<file path="src/rtl/tbuf_seq_pkg.sv">
// Shared definitions for the tristate-buffer drive sequencer.
// Latency: n/a (package only).
// Backpressure: n/a (package only).
//   st_t       : phase encodings shared by the sequencer and any observer
//   CNT_W_DEF  : default phase-counter width
//   max3       : helper used for elaboration-time range checks
package tbuf_seq_pkg;

   typedef enum logic [1:0] {
      ST_IDLE  = 2'd0,
      ST_SETUP = 2'd1,
      ST_DRIVE = 2'd2,
      ST_TURN  = 2'd3
   } st_t;

   localparam int CNT_W_DEF = 4;

   function automatic int max3(input int a, input int b, input int c);
      int m;
      m = a;
      if (b > m) m = b;
      if (c > m) m = c;
      return m;
   endfunction

endpackage

</file>
<file path="src/rtl/tbuf_drive_seq_if.sv">
// Request channel into the tristate drive sequencer (valid/ready word transfer).
// Latency: n/a (wires only).
// Backpressure: a word moves only on a clock edge where req_valid and req_ready are both high.
//   req_valid : producer has a word on req_data
//   req_ready : sequencer can take a word this cycle
//   req_data  : WIDTH-bit word, one bit per tristate lane
interface tbuf_drive_seq_if #(
   parameter int WIDTH = 1
);
   logic             req_valid;
   logic             req_ready;
   logic [WIDTH-1:0] req_data;

   modport master (
      output req_valid,
      output req_data,
      input  req_ready
   );

   modport slave (
      input  req_valid,
      input  req_data,
      output req_ready
   );
endinterface

</file>
<file path="src/rtl/tbuf_seq_cnt.sv">
// Loadable down-counter timing every phase of the drive sequencer.
// Latency: load takes effect at the next edge; zero reflects the registered value.
// Backpressure: none; counts down once per cycle and parks at zero.
//   clk, rst : clock and synchronous active-high reset (clears to zero)
//   ld       : load ld_val at the next edge (wins over the decrement)
//   ld_val   : value to load, phase length minus one
//   cnt      : current count
//   zero     : cnt == 0, marks the last cycle of the current phase
module tbuf_seq_cnt #(
   parameter int CNT_W = 4
) (
   input  logic             clk,
   input  logic             rst,
   input  logic             ld,
   input  logic [CNT_W-1:0] ld_val,
   output logic [CNT_W-1:0] cnt,
   output logic             zero
);

   always_ff @(posedge clk) begin
      if (rst) begin
         cnt <= '0;
      end else if (ld) begin
         cnt <= ld_val;
      end else if (cnt != '0) begin
         cnt <= cnt - CNT_W'(1);
      end
   end

   assign zero = (cnt == '0);

endmodule

</file>
<file path="src/rtl/tbuf_drive_seq.sv">
// Sequencer driving A/EN of a row of tristate cells with break-before-make timing.
// Latency: accept edge to drv_en rising is SETUP_CYC+1 edges; chained words keep EN high.
// Backpressure: req_ready only in IDLE and in the last DRIVE cycle; held low in reset.
//   clk, rst          : rising-edge clock, synchronous active-high reset
//   req (slave)       : req_valid / req_ready / req_data word channel
//   drv_a  [WIDTH]    : registered, straight to cell A pins
//   drv_en            : registered, straight to the shared cell EN pins
//   busy              : registered, high whenever the sequencer is not idle
//   bus_in, rb_clr, rb_err : only with TBUF_SEQ_READBACK_EN defined; sampled cell
//                       Z nets, sticky-error clear, sticky readback mismatch flag
module tbuf_drive_seq
   import tbuf_seq_pkg::*;
#(
   parameter int WIDTH     = 1,
   parameter int SETUP_CYC = 1,
   parameter int DRIVE_CYC = 2,
   parameter int TURN_CYC  = 1,
   parameter int CNT_W     = CNT_W_DEF
) (
   input  logic             clk,
   input  logic             rst,
   tbuf_drive_seq_if.slave  req,
   output logic [WIDTH-1:0] drv_a,
   output logic             drv_en,
   output logic             busy
`ifdef TBUF_SEQ_READBACK_EN
   ,
   input  logic [WIDTH-1:0] bus_in,
   input  logic             rb_clr,
   output logic             rb_err
`endif
);

   // Parameter sanity, caught at elaboration rather than as odd waveforms later.
   if (DRIVE_CYC < 1) begin : g_bad_drive_cyc
      $error("tbuf_drive_seq: DRIVE_CYC must be >= 1");
   end
   if ((2 ** CNT_W) - 1 < max3(SETUP_CYC, DRIVE_CYC, TURN_CYC)) begin : g_bad_cnt_w
      $error("tbuf_drive_seq: CNT_W too narrow for the phase lengths");
   end

   // Counter reload values. The SETUP load is SETUP_CYC rather than SETUP_CYC-1:
   // the accept cycle itself is spent letting the new drv_a reach the cell A pins,
   // then SETUP_CYC further cycles of stable A precede EN. With SETUP_CYC=0 this
   // leaves exactly the one landing cycle, so EN rises on the edge after accept.
   localparam logic [CNT_W-1:0] SETUP_LD = CNT_W'(SETUP_CYC);
   localparam logic [CNT_W-1:0] DRIVE_LD = CNT_W'(DRIVE_CYC - 1);
   localparam logic [CNT_W-1:0] TURN_LD  = (TURN_CYC > 0) ? CNT_W'(TURN_CYC - 1) : '0;

   st_t              st;
   st_t              st_nxt;
   logic             acc;
   logic             ld;
   logic [CNT_W-1:0] ld_val;
   logic [CNT_W-1:0] cnt;
   logic             zero;
   logic             zero_nxt;

   tbuf_seq_cnt #(
      .CNT_W (CNT_W)
   ) u_cnt (
      .clk    (clk),
      .rst    (rst),
      .ld     (ld),
      .ld_val (ld_val),
      .cnt    (cnt),
      .zero   (zero)
   );

   // A transfer only happens against the registered ready, so acc is exactly
   // the handshake the producer sees.
   assign acc = req.req_valid && req.req_ready;

   // Next-phase decode; also steers the shared counter.
   always_comb begin
      st_nxt = st;
      ld     = 1'b0;
      ld_val = '0;
      case (st)
         ST_IDLE: begin
            if (acc) begin
               st_nxt = ST_SETUP;
               ld     = 1'b1;
               ld_val = SETUP_LD;
            end
         end
         ST_SETUP: begin
            if (zero) begin
               st_nxt = ST_DRIVE;
               ld     = 1'b1;
               ld_val = DRIVE_LD;
            end
         end
         ST_DRIVE: begin
            if (zero) begin
               if (acc) begin
                  // Chained word: stay in DRIVE, EN never drops, no SETUP.
                  ld     = 1'b1;
                  ld_val = DRIVE_LD;
               end else if (TURN_CYC > 0) begin
                  st_nxt = ST_TURN;
                  ld     = 1'b1;
                  ld_val = TURN_LD;
               end else begin
                  st_nxt = ST_IDLE;
               end
            end
         end
         ST_TURN: begin
            if (zero) begin
               st_nxt = ST_IDLE;
            end
         end
         default: st_nxt = ST_IDLE;
      endcase
      // Look-ahead of the counter's zero flag so req_ready can be registered
      // and still be high during the last DRIVE cycle itself.
      zero_nxt = ld ? (ld_val == '0) : (cnt <= CNT_W'(1));
   end

   // State and all outputs. drv_a moves only on a transfer, so it is never
   // disturbed when EN falls; reset drops EN and A on the same edge.
   always_ff @(posedge clk) begin
      if (rst) begin
         st            <= ST_IDLE;
         drv_a         <= '0;
         drv_en        <= 1'b0;
         busy          <= 1'b0;
         req.req_ready <= 1'b0;
      end else begin
         st <= st_nxt;
         if (acc) begin
            drv_a <= req.req_data;
         end
         drv_en        <= (st_nxt == ST_DRIVE);
         busy          <= (st_nxt != ST_IDLE);
         req.req_ready <= (st_nxt == ST_IDLE) || ((st_nxt == ST_DRIVE) && zero_nxt);
      end
   end

`ifdef TBUF_SEQ_READBACK_EN
   // Readback compare in the last DRIVE cycle, when the cell output has had the
   // longest time to settle. Case inequality so a floating or unknown net is
   // flagged. A new mismatch outranks a clear in the same cycle.
   always_ff @(posedge clk) begin
      if (rst) begin
         rb_err <= 1'b0;
      end else if ((st == ST_DRIVE) && zero && (bus_in !== drv_a)) begin
         rb_err <= 1'b1;
      end else if (rb_clr) begin
         rb_err <= 1'b0;
      end
   end
`endif

endmodule

</file>
<file path="src/flat_wrapper.sv">
// flat-port wrapper written by rule: the top's interface ports become plain ports
module tbuf_drive_seq_flat import tbuf_seq_pkg::*;
#(
   parameter int WIDTH     = 1,
   parameter int SETUP_CYC = 1,
   parameter int DRIVE_CYC = 2,
   parameter int TURN_CYC  = 1,
   parameter int CNT_W     = CNT_W_DEF
)
  (clk, rst, drv_a, drv_en, busy, req_req_valid, req_req_data, req_req_ready);
  tbuf_drive_seq_if #(.WIDTH(WIDTH)) req_i ();
  input  logic clk;
  input  logic rst;
  output logic [WIDTH-1:0] drv_a;
  output logic drv_en;
  output logic busy;
  input wire logic [$bits(req_i.req_valid)-1:0] req_req_valid;
  input wire logic [$bits(req_i.req_data)-1:0] req_req_data;
  output wire logic [$bits(req_i.req_ready)-1:0] req_req_ready;
  assign req_i.req_valid = req_req_valid;
  assign req_i.req_data = req_req_data;
  assign req_req_ready = req_i.req_ready;
  tbuf_drive_seq #(.WIDTH(WIDTH), .SETUP_CYC(SETUP_CYC), .DRIVE_CYC(DRIVE_CYC), .TURN_CYC(TURN_CYC), .CNT_W(CNT_W)) u_core (.clk(clk), .rst(rst), .req(req_i), .drv_a(drv_a), .drv_en(drv_en), .busy(busy));
endmodule
</file>
<file path="config.mk">
export PLATFORM = sky130hd
export DESIGN_NAME = tbuf_drive_seq_flat
export DESIGN_NICKNAME = d
export VERILOG_FILES = /design/src/rtl/tbuf_seq_pkg.sv /design/src/rtl/tbuf_drive_seq_if.sv /design/src/rtl/tbuf_seq_cnt.sv /design/src/rtl/tbuf_drive_seq.sv /design/src/flat_wrapper.sv
export SDC_FILE = /design/constraint.sdc
export NUM_CORES = 1
export LEC_CHECK = 0
export ABC_AREA = 1
export BUFFER_PORTS_ARGS = -buffer_cell sky130_fd_sc_hd__buf_2
export CAP_MARGIN = 25
export CORE_AREA = 2 2 39 41
export DETAILED_ROUTE_END_ITERATION = 7
export DIE_AREA = 0 0 41 43
export PLACE_DENSITY_LB_ADDON = 0.2
export SLEW_MARGIN = 10
export SYNTH_ARGS = -nofsm -noshare
export SYNTH_HDL_FRONTEND = slang
export SYNTH_HIERARCHICAL = 1
export SYNTH_SLANG_ARGS = --single-unit
</file>
<file path="constraint.sdc">
create_clock -name clk -period 2.01 [get_ports clk]
set_input_delay 0.3015 -clock clk [delete_from_list [all_inputs] [get_ports clk]]
set_output_delay 0.3015 -clock clk [all_outputs]
set_load 0.02 [all_outputs]
</file>
==> out/results.tsv, run 1 <==
stage	metric	value	unit
run_status	run_status	complete, no violations	
yosys	synth.area.top_cells	sky130_fd_sc_hd__dfxtp_1, sky130_fd_sc_hd__nand2_1, sky130_fd_sc_hd__ha_1, sky130_fd_sc_hd__inv_1, sky130_fd_sc_hd__nor2_1	
route	postRouteWirelength	1260	µm
yosys	synth-edff-count	0	
worst_setup_path	worstPathMaxFanout	6	
yosys	synthDominantCellAreaShare	31.3	%
sta	max_freq	568	MHz
clock_tree	htree_num_levels	1	
power	power.share.switching	48.4	%
cells_and_area	stdcell_area	736	µm²
yosys	most_instantiated_library_cell_after_synthesis	sky130_fd_sc_hd__nand2_1	
power	p_clk_share	11.3	%
yosys	synth_area_per_cell	6.34	µm²
clock_tree	cts_hold_buf	0	
global_routing	grt_first_pass_wirelength	2230	µm
worst_setup_path	endpoint_kind	flop	
worst_setup_path	critical_path.max_stage_delay	0.32	ns
power	pwr_density_cell	1540	nW/µm²
sta	hold_violations_final	0	
sta	rsz0062_at_grt	false	
power	cell_int_power	0.586	mW
worst_setup_path	critical_path_class	flop to flop	
worst_setup_path	crit_path_cell_trace	inv_1 > ha_2 > nand2_1 > nor2_1 > nand2_1 > nand2_1 > nand2_1 > inv_1 > inv_2 > or2_0 > nand3_1 > nor2_1	
yosys	ys_ff_latch	10	
place	dp.final_hpwl	1070	µm
clock_tree	tritoncts	built	
cells_and_area	areaGrowthSynthToFinish	14.8	%
die	core.rowCount	14	
yosys	yosysWarningCount	6	
place	preCtsSetupSlack	0.256	ns
yosys	syn_inst	101	
global_routing	global_route.usage.total	18.3	%
worst_setup_path	required	2.17	ns
job	timing.max_cap.violations	0	
yosys	dominantRegCellSynth	sky130_fd_sc_hd__dfxtp_1	
cells_and_area	final_layout_size_suffix_gt1_share	15.8	%
die	die_area	1760	µm²
clock_tree	cts_inserted_buffers	3	
place	routabilityCongestion	0.824	
route	firstDrtPassIters	3	
sta	final.setup_skew	0.00299	ns
sta	layout_setup_ws	0.250	ns
die	chipHeight	43	µm
sta	layout_worst_path_cycle_share	87.6	%
die	io-pin-count	8	
hold_path	worst_hold_path_type	input port to flop	
place	placedInstanceArea	711	µm²
yosys	netlist_area	641	µm²
power	share_comb_of_total_power	61.0	%
clock_tree	max-clock-path-buffers	2	
global_routing	largest_net_degree_at_the_start_of_global_routing	8	
route	detailedRoute.firstIterationViolations	15	
route	antenna_left	0	
die	die_w	41	µm
yosys	synth_seq_area_share	31.3	%
clock_tree	clk-insertion-delay-late	0.26	ns
route	route.detailed.drc	0	
clock_tree	cts-root-buf	sky130_fd_sc_hd__clkbuf_4	
place	io_buffer_count	7	
power	leakage	0.408	nW
cells_and_area	antenna_cells_inserted	0	
worst_setup_path	cpMostUsedCell	sky130_fd_sc_hd__nand2_1	
sta	setup-violations-final	0	
worst_setup_path	crit_arrival	1.92	ns
yosys	postSynth.asyncResetShare	0	%
sta	setup_tns	0	ns
route	detail_route.vias_per_cell	4.69	
worst_setup_path	critical-path-slowest-cell	sky130_fd_sc_hd__dfxtp_1	
die	start_util	46.3	%
power	ir_drop_worst_case_vdd	0.725	mV
worst_setup_path	critPathBufInv	3	
route	routed-via-count	610	
global_routing	via_count_of_the_first_global_routing_pass	571	
die	floorplan.core_area	1380	µm²
global_routing	grt_antenna_before_repair	0	
global_routing	globalRouteOverflowTotal	0	
route	routed_len_inst	9.68	µm
clock_tree	cts_num_sinks	10	
clock_tree	worst_setup_hold_path_clk_slew	0.06	ns
power	seq_power_share	27.7	%
yosys	synth_area_leader_cell	sky130_fd_sc_hd__dfxtp_1	
yosys	post_synth_num_cell_types	17	
worst_setup_path	critPathLaunchType	flop	
power	p_total	1.14	mW
sta	final_max_slew_violation_count	0	
cells_and_area	final_net_count	126	
power	power_switching	0.549	mW
sta	fin_crit_period	1.76	ns
yosys	synth_top_cells_by_count	sky130_fd_sc_hd__nand2_1, sky130_fd_sc_hd__inv_1, sky130_fd_sc_hd__nor2_1, sky130_fd_sc_hd__dfxtp_1, sky130_fd_sc_hd__nand3_1	
worst_setup_path	worst_path_dominant_cell_family	simple AND/OR/NAND/NOR gates	
==> final cells by class <==
cell class              count  area (µm²)
inverters                  17        63.8
clock buffers               3        22.5
multi-input cells          76         387
well taps                  16        20.0
fillers                   147         648
flip-flops and latches     10         200
repair buffers              8        42.5
==> layout by cell type, fill, tap and decap left out <==
master / n
sky130_fd_sc_hd__conb_1: 3
sky130_fd_sc_hd__clkbuf_4: 3
sky130_fd_sc_hd__or2_0: 1
sky130_fd_sc_hd__nand3_1: 7
sky130_fd_sc_hd__o21ai_0: 2
sky130_fd_sc_hd__nand4_1: 2
sky130_fd_sc_hd__nand3_2: 1
sky130_fd_sc_hd__a21oi_1: 5
sky130_fd_sc_hd__o21ai_1: 2
sky130_fd_sc_hd__buf_2: 7
sky130_fd_sc_hd__buf_4: 1
sky130_fd_sc_hd__inv_1: 15
sky130_fd_sc_hd__nor3_1: 1
sky130_fd_sc_hd__nand2_2: 3
sky130_fd_sc_hd__ha_1: 5
sky130_fd_sc_hd__nand3b_1: 1
sky130_fd_sc_hd__nor2_1: 14
sky130_fd_sc_hd__dfxtp_1: 10
sky130_fd_sc_hd__inv_2: 2
sky130_fd_sc_hd__ha_2: 1
sky130_fd_sc_hd__nand2_1: 28
==> cells by family after synthesis <==
group / after synthesis / share of synthesized area [%]
other cells: 1 / 0.585
compound gates: 9 / 7.03
fa+ha+maj: 6 / 11.7
buf+inv: 17 / 9.96
simple gates: 58 / 39.5
flops: 10 / 31.2
==> power groups by stage <==
stage / logic, mW / clock network (mW) / registers [mW]
floorplan: 0.502 / 0 / 0.339
global placement: 0.667 / 0 / 0.319
detailed placement: 0.685 / 0 / 0.319
CTS: 0.688 / 0.137 / 0.315
global route: 0.817 / 0.141 / 0.322
finish: 0.693 / 0.129 / 0.314
==> timing repair <==
action                     in CTS  in global routing
setup endpoints to repair       0                  1
setup buffers                   0                  0
resized for setup               0                  1
==> worst paths after layout <==
| check | cells after the start | endpoint | slack, ns | start |
|---|---|---|---|---|
| max | 12 | u_core/u_cnt/cnt[3] | 0.25 | u_core/u_cnt/cnt[0] |
| min | 2 | u_core/u_cnt/cnt[0] | 0.28 | rst |
| max reg2reg | 12 | u_core/u_cnt/cnt[3] | 0.25 | u_core/u_cnt/cnt[0] |
| min reg2reg | 2 | u_core/drv_a | 0.48 | u_core/drv_a |
==> worst reg2reg max path, stage by stage (launching register included) <==
cell and delay (ns):
sky130_fd_sc_hd__dfxtp_1 0.32, sky130_fd_sc_hd__inv_1 0.10, sky130_fd_sc_hd__ha_2 0.23, sky130_fd_sc_hd__nand2_1 0.08, sky130_fd_sc_hd__nor2_1 0.12, sky130_fd_sc_hd__nand2_1 0.07, sky130_fd_sc_hd__nand2_1 0.06, sky130_fd_sc_hd__nand2_1 0.07
sky130_fd_sc_hd__inv_1 0.14, sky130_fd_sc_hd__inv_2 0.09, sky130_fd_sc_hd__or2_0 0.23, sky130_fd_sc_hd__nand3_1 0.10, sky130_fd_sc_hd__nor2_1 0.05
==> layer usage <==
layer / wire length (µm) / global-route usage [%] / up-vias / part of all wire (%)
met2: 542 / 24.4 / 10 / 43
met1: 662 / 28.0 / 261 / 53
met5: 0 / 0 / - / 0
li1: - / - / 337 / -
met3: 40 / 1.57 / 2 / 3.2
met4: 15 / 10.0 / 0 / 1.2
==> registers in the layout (all words and copies together), names as in the netlist <==
register	cells
u_core/st	2
u_core/drv_en	1
u_core/req.req_ready	1
u_core/u_cnt/cnt	4
u_core/drv_a	1
u_core/busy	1
==> metrics by stage <==
step / hold slack [ns] / instances / util (%)
final: 0.281 / 130 / 53.2
after global routing: 0.291 / 130 / 53.2
after detailed placement: 0.485 / 127 / 51.4
after floorplan: 0.371 / 103 / -
after global placement: 0.471 / 127 / 51.4
after CTS: 0.274 / 130 / 53.0
No activity file was read; power rests on OpenSTA's default activity.
==> run 2: changes to the inputs <==
--- a/config.mk
+++ b/config.mk
@@ -8,9 +8,10 @@
 export ABC_AREA = 1
 export BUFFER_PORTS_ARGS = -buffer_cell sky130_fd_sc_hd__buf_2
 export CAP_MARGIN = 25
-export CORE_AREA = 2 2 39 41
+export CELL_PAD_IN_SITES_DETAIL_PLACEMENT = 1
+export CELL_PAD_IN_SITES_GLOBAL_PLACEMENT = 1
+export CORE_UTILIZATION = 37
 export DETAILED_ROUTE_END_ITERATION = 7
-export DIE_AREA = 0 0 41 43
 export PLACE_DENSITY_LB_ADDON = 0.2
 export SLEW_MARGIN = 10
 export SYNTH_ARGS = -nofsm -noshare
==> run 2 against run 1 <==
Routed wire length increased by 26%. Fmax shrank 0.66%. Clock skew increased by 0.0051 ns. Worst hold slack barely moved.
==> out/results.tsv, run 2 (synthesis gave the netlist of run 1 again) <==
stage	metric	value	unit
route	routed-via-count	667	
clock_tree	cts_hold_buf	0	
clock_tree	cts-root-buf	sky130_fd_sc_hd__clkbuf_4	
die	start_util	41.1	%
sta	rsz0062_at_grt	false	
cells_and_area	final_layout_size_suffix_gt1_share	16.5	%
clock_tree	htree_num_levels	1	
sta	setup-violations-final	0	
route	detail_route.vias_per_cell	5.09	
sta	layout_setup_ws	0.238	ns
die	floorplan.core_area	1560	µm²
clock_tree	cts_inserted_buffers	3	
global_routing	largest_net_degree_at_the_start_of_global_routing	8	
cells_and_area	final_cell_mix	sky130_fd_sc_hd__nand2_1, sky130_fd_sc_hd__inv_1, sky130_fd_sc_hd__nor2_1	
global_routing	global_route.usage.total	19.9	%
global_routing	via_count_of_the_first_global_routing_pass	639	
route	route.detailed.drc	0	
power	seq_power_share	26.2	%
cells_and_area	final_net_count	126	
job	timing.max_cap.violations	0	
power	p_clk_share	14.9	%
sta	final.setup_skew	0.00811	ns
power	power.share.switching	48.3	%
cells_and_area	largest_register_ffs	4	
place	preCtsSetupSlack	0.194	ns
clock_tree	worst_setup_hold_path_clk_slew	0.07	ns
worst_setup_path	crit_arrival	1.94	ns
sta	hold_violations_final	0	
power	pwr_density_cell	1630	nW/µm²
sta	fin_crit_period	1.77	ns
cells_and_area	mostFrequentLayoutCell	sky130_fd_sc_hd__nand2_1	
clock_tree	cts_setup_buffers	0	
place	io_buffer_count	7	
power	ir_drop_worst_case_vdd	0.702	mV
die	core.rowCount	14	
sta	final_max_slew_violation_count	0	
route	postRouteWirelength	1580	µm
worst_setup_path	critPathLaunchType	flop	
cells_and_area	fill_cells	219	
route	antenna_left	0	
clock_tree	tritoncts	built	
cells_and_area	antenna_cells_inserted	0	
route	routed_len_inst	12.1	µm
die	die_w	43.6	µm
global_routing	globalRouteOverflowTotal	0	
place	routabilityCongestion	0.873	
sta	max_freq	564	MHz
sta	layout_worst_path_cycle_share	88.2	%
place	dp.final_hpwl	1270	µm
global_routing	grt_antenna_before_repair	0	
route	detailedRoute.firstIterationViolations	10	
die	io-pin-count	8	
worst_setup_path	worstPathMaxFanout	6	
cells_and_area	top_regs	u_core/u_cnt/cnt x4, u_core/st x2	
cells_and_area	largest-register	u_core/u_cnt/cnt	
die	chipHeight	43.6	µm
die	die_area	1900	µm²
clock_tree	max-clock-path-buffers	2	
hold_path	worst_hold_path_type	input port to flop	
run_status	run_status	complete, no violations	
clock_tree	cts_num_sinks	10	
power	share_comb_of_total_power	58.9	%
global_routing	grt_first_pass_wirelength	2790	µm
worst_setup_path	required	2.18	ns
clock_tree	clk-insertion-delay-late	0.27	ns
power	cell_int_power	0.630	mW
power	power_switching	0.589	mW
route	firstDrtPassIters	4	
cells_and_area	areaGrowthSynthToFinish	17.0	%
power	leakage	0.416	nW
worst_setup_path	critical_path_class	flop to flop	
worst_setup_path	endpoint_kind	flop	
sta	setup_tns	0	ns
[run 2: cell types whose count changed in the layout (fill, tap and decap cells not counted)]
cell / change
sky130_fd_sc_hd__clkbuf_8: +1
[run 2: metrics by stage]
step	hold WS (ns)	util [%]	instance area (µm²)	std cells	power (mW)
2_1_floorplan	0.371	-	648	103	0.841
3_5_place_dp	0.480	45.6	711	127	1.02
4_1_cts	0.277	47.9	747	131	1.21
5_1_grt	0.275	48.1	749	131	1.35
3_3_place_gp	0.470	45.6	711	127	0.999
6_report	0.281	48.1	749	131	1.22
[run 2: per-layer routing]
metal  up-vias  track usage (%)  wire length (µm)
met3         2             2.92                96
met2        25             32.2               700
met1       304             26.5               766
met4         0             7.50                19
li1        336                -                 -
met5         -                0                 0
[run 2: worst paths after layout]
kind	startpoint	to	slack (ns)	cells past startpoint
hold reg to reg	u_core/drv_a	u_core/drv_a	0.49	2
hold / removal	req_req_data	u_core/drv_a	0.28	3
setup / recovery	u_core/u_cnt/cnt[0]	u_core/u_cnt/cnt[3]	0.24	12
setup reg to reg	u_core/u_cnt/cnt[0]	u_core/u_cnt/cnt[3]	0.24	12
[run 2: area by class of cell]
type | instances | area [µm²] | share of cell area (%)
Tap cell | 16 | 20.0 | 2.67
Clock buffer | 4 | 36.3 | 4.84
Multi-Input combinational cell | 76 | 387 | 51.6
Sequential cell | 10 | 200 | 26.7
Timing Repair Buffer | 8 | 42.5 | 5.68
Inverter | 17 | 63.8 | 8.51
[run 2: worst max-delay path, cell delays in order, from the launching register on]
cell and delay, ns:
sky130_fd_sc_hd__dfxtp_1 0.33, sky130_fd_sc_hd__inv_1 0.10, sky130_fd_sc_hd__ha_2 0.25, sky130_fd_sc_hd__nand2_1 0.08, sky130_fd_sc_hd__nor2_1 0.12, sky130_fd_sc_hd__nand2_1 0.07, sky130_fd_sc_hd__nand2_1 0.06, sky130_fd_sc_hd__nand2_1 0.07
sky130_fd_sc_hd__inv_1 0.16, sky130_fd_sc_hd__inv_2 0.09, sky130_fd_sc_hd__or2_0 0.21, sky130_fd_sc_hd__nand3_1 0.09, sky130_fd_sc_hd__nor2_1 0.04
[run 2: power by group through the flow]
stage / logic, mW / clock network (mW) / registers [mW]
finish: 0.718 / 0.181 / 0.320
global route: 0.825 / 0.197 / 0.328
CTS: 0.710 / 0.186 / 0.318
detailed placement: 0.703 / 0 / 0.322
global placement: 0.678 / 0 / 0.321
floorplan: 0.502 / 0 / 0.339
[run 2: repair_timing]
action / in CTS / in global routing
endpoints found under the setup margin: 0 / 1
hold endpoints to repair: 0 / 0
resized for setup: 0 / 1
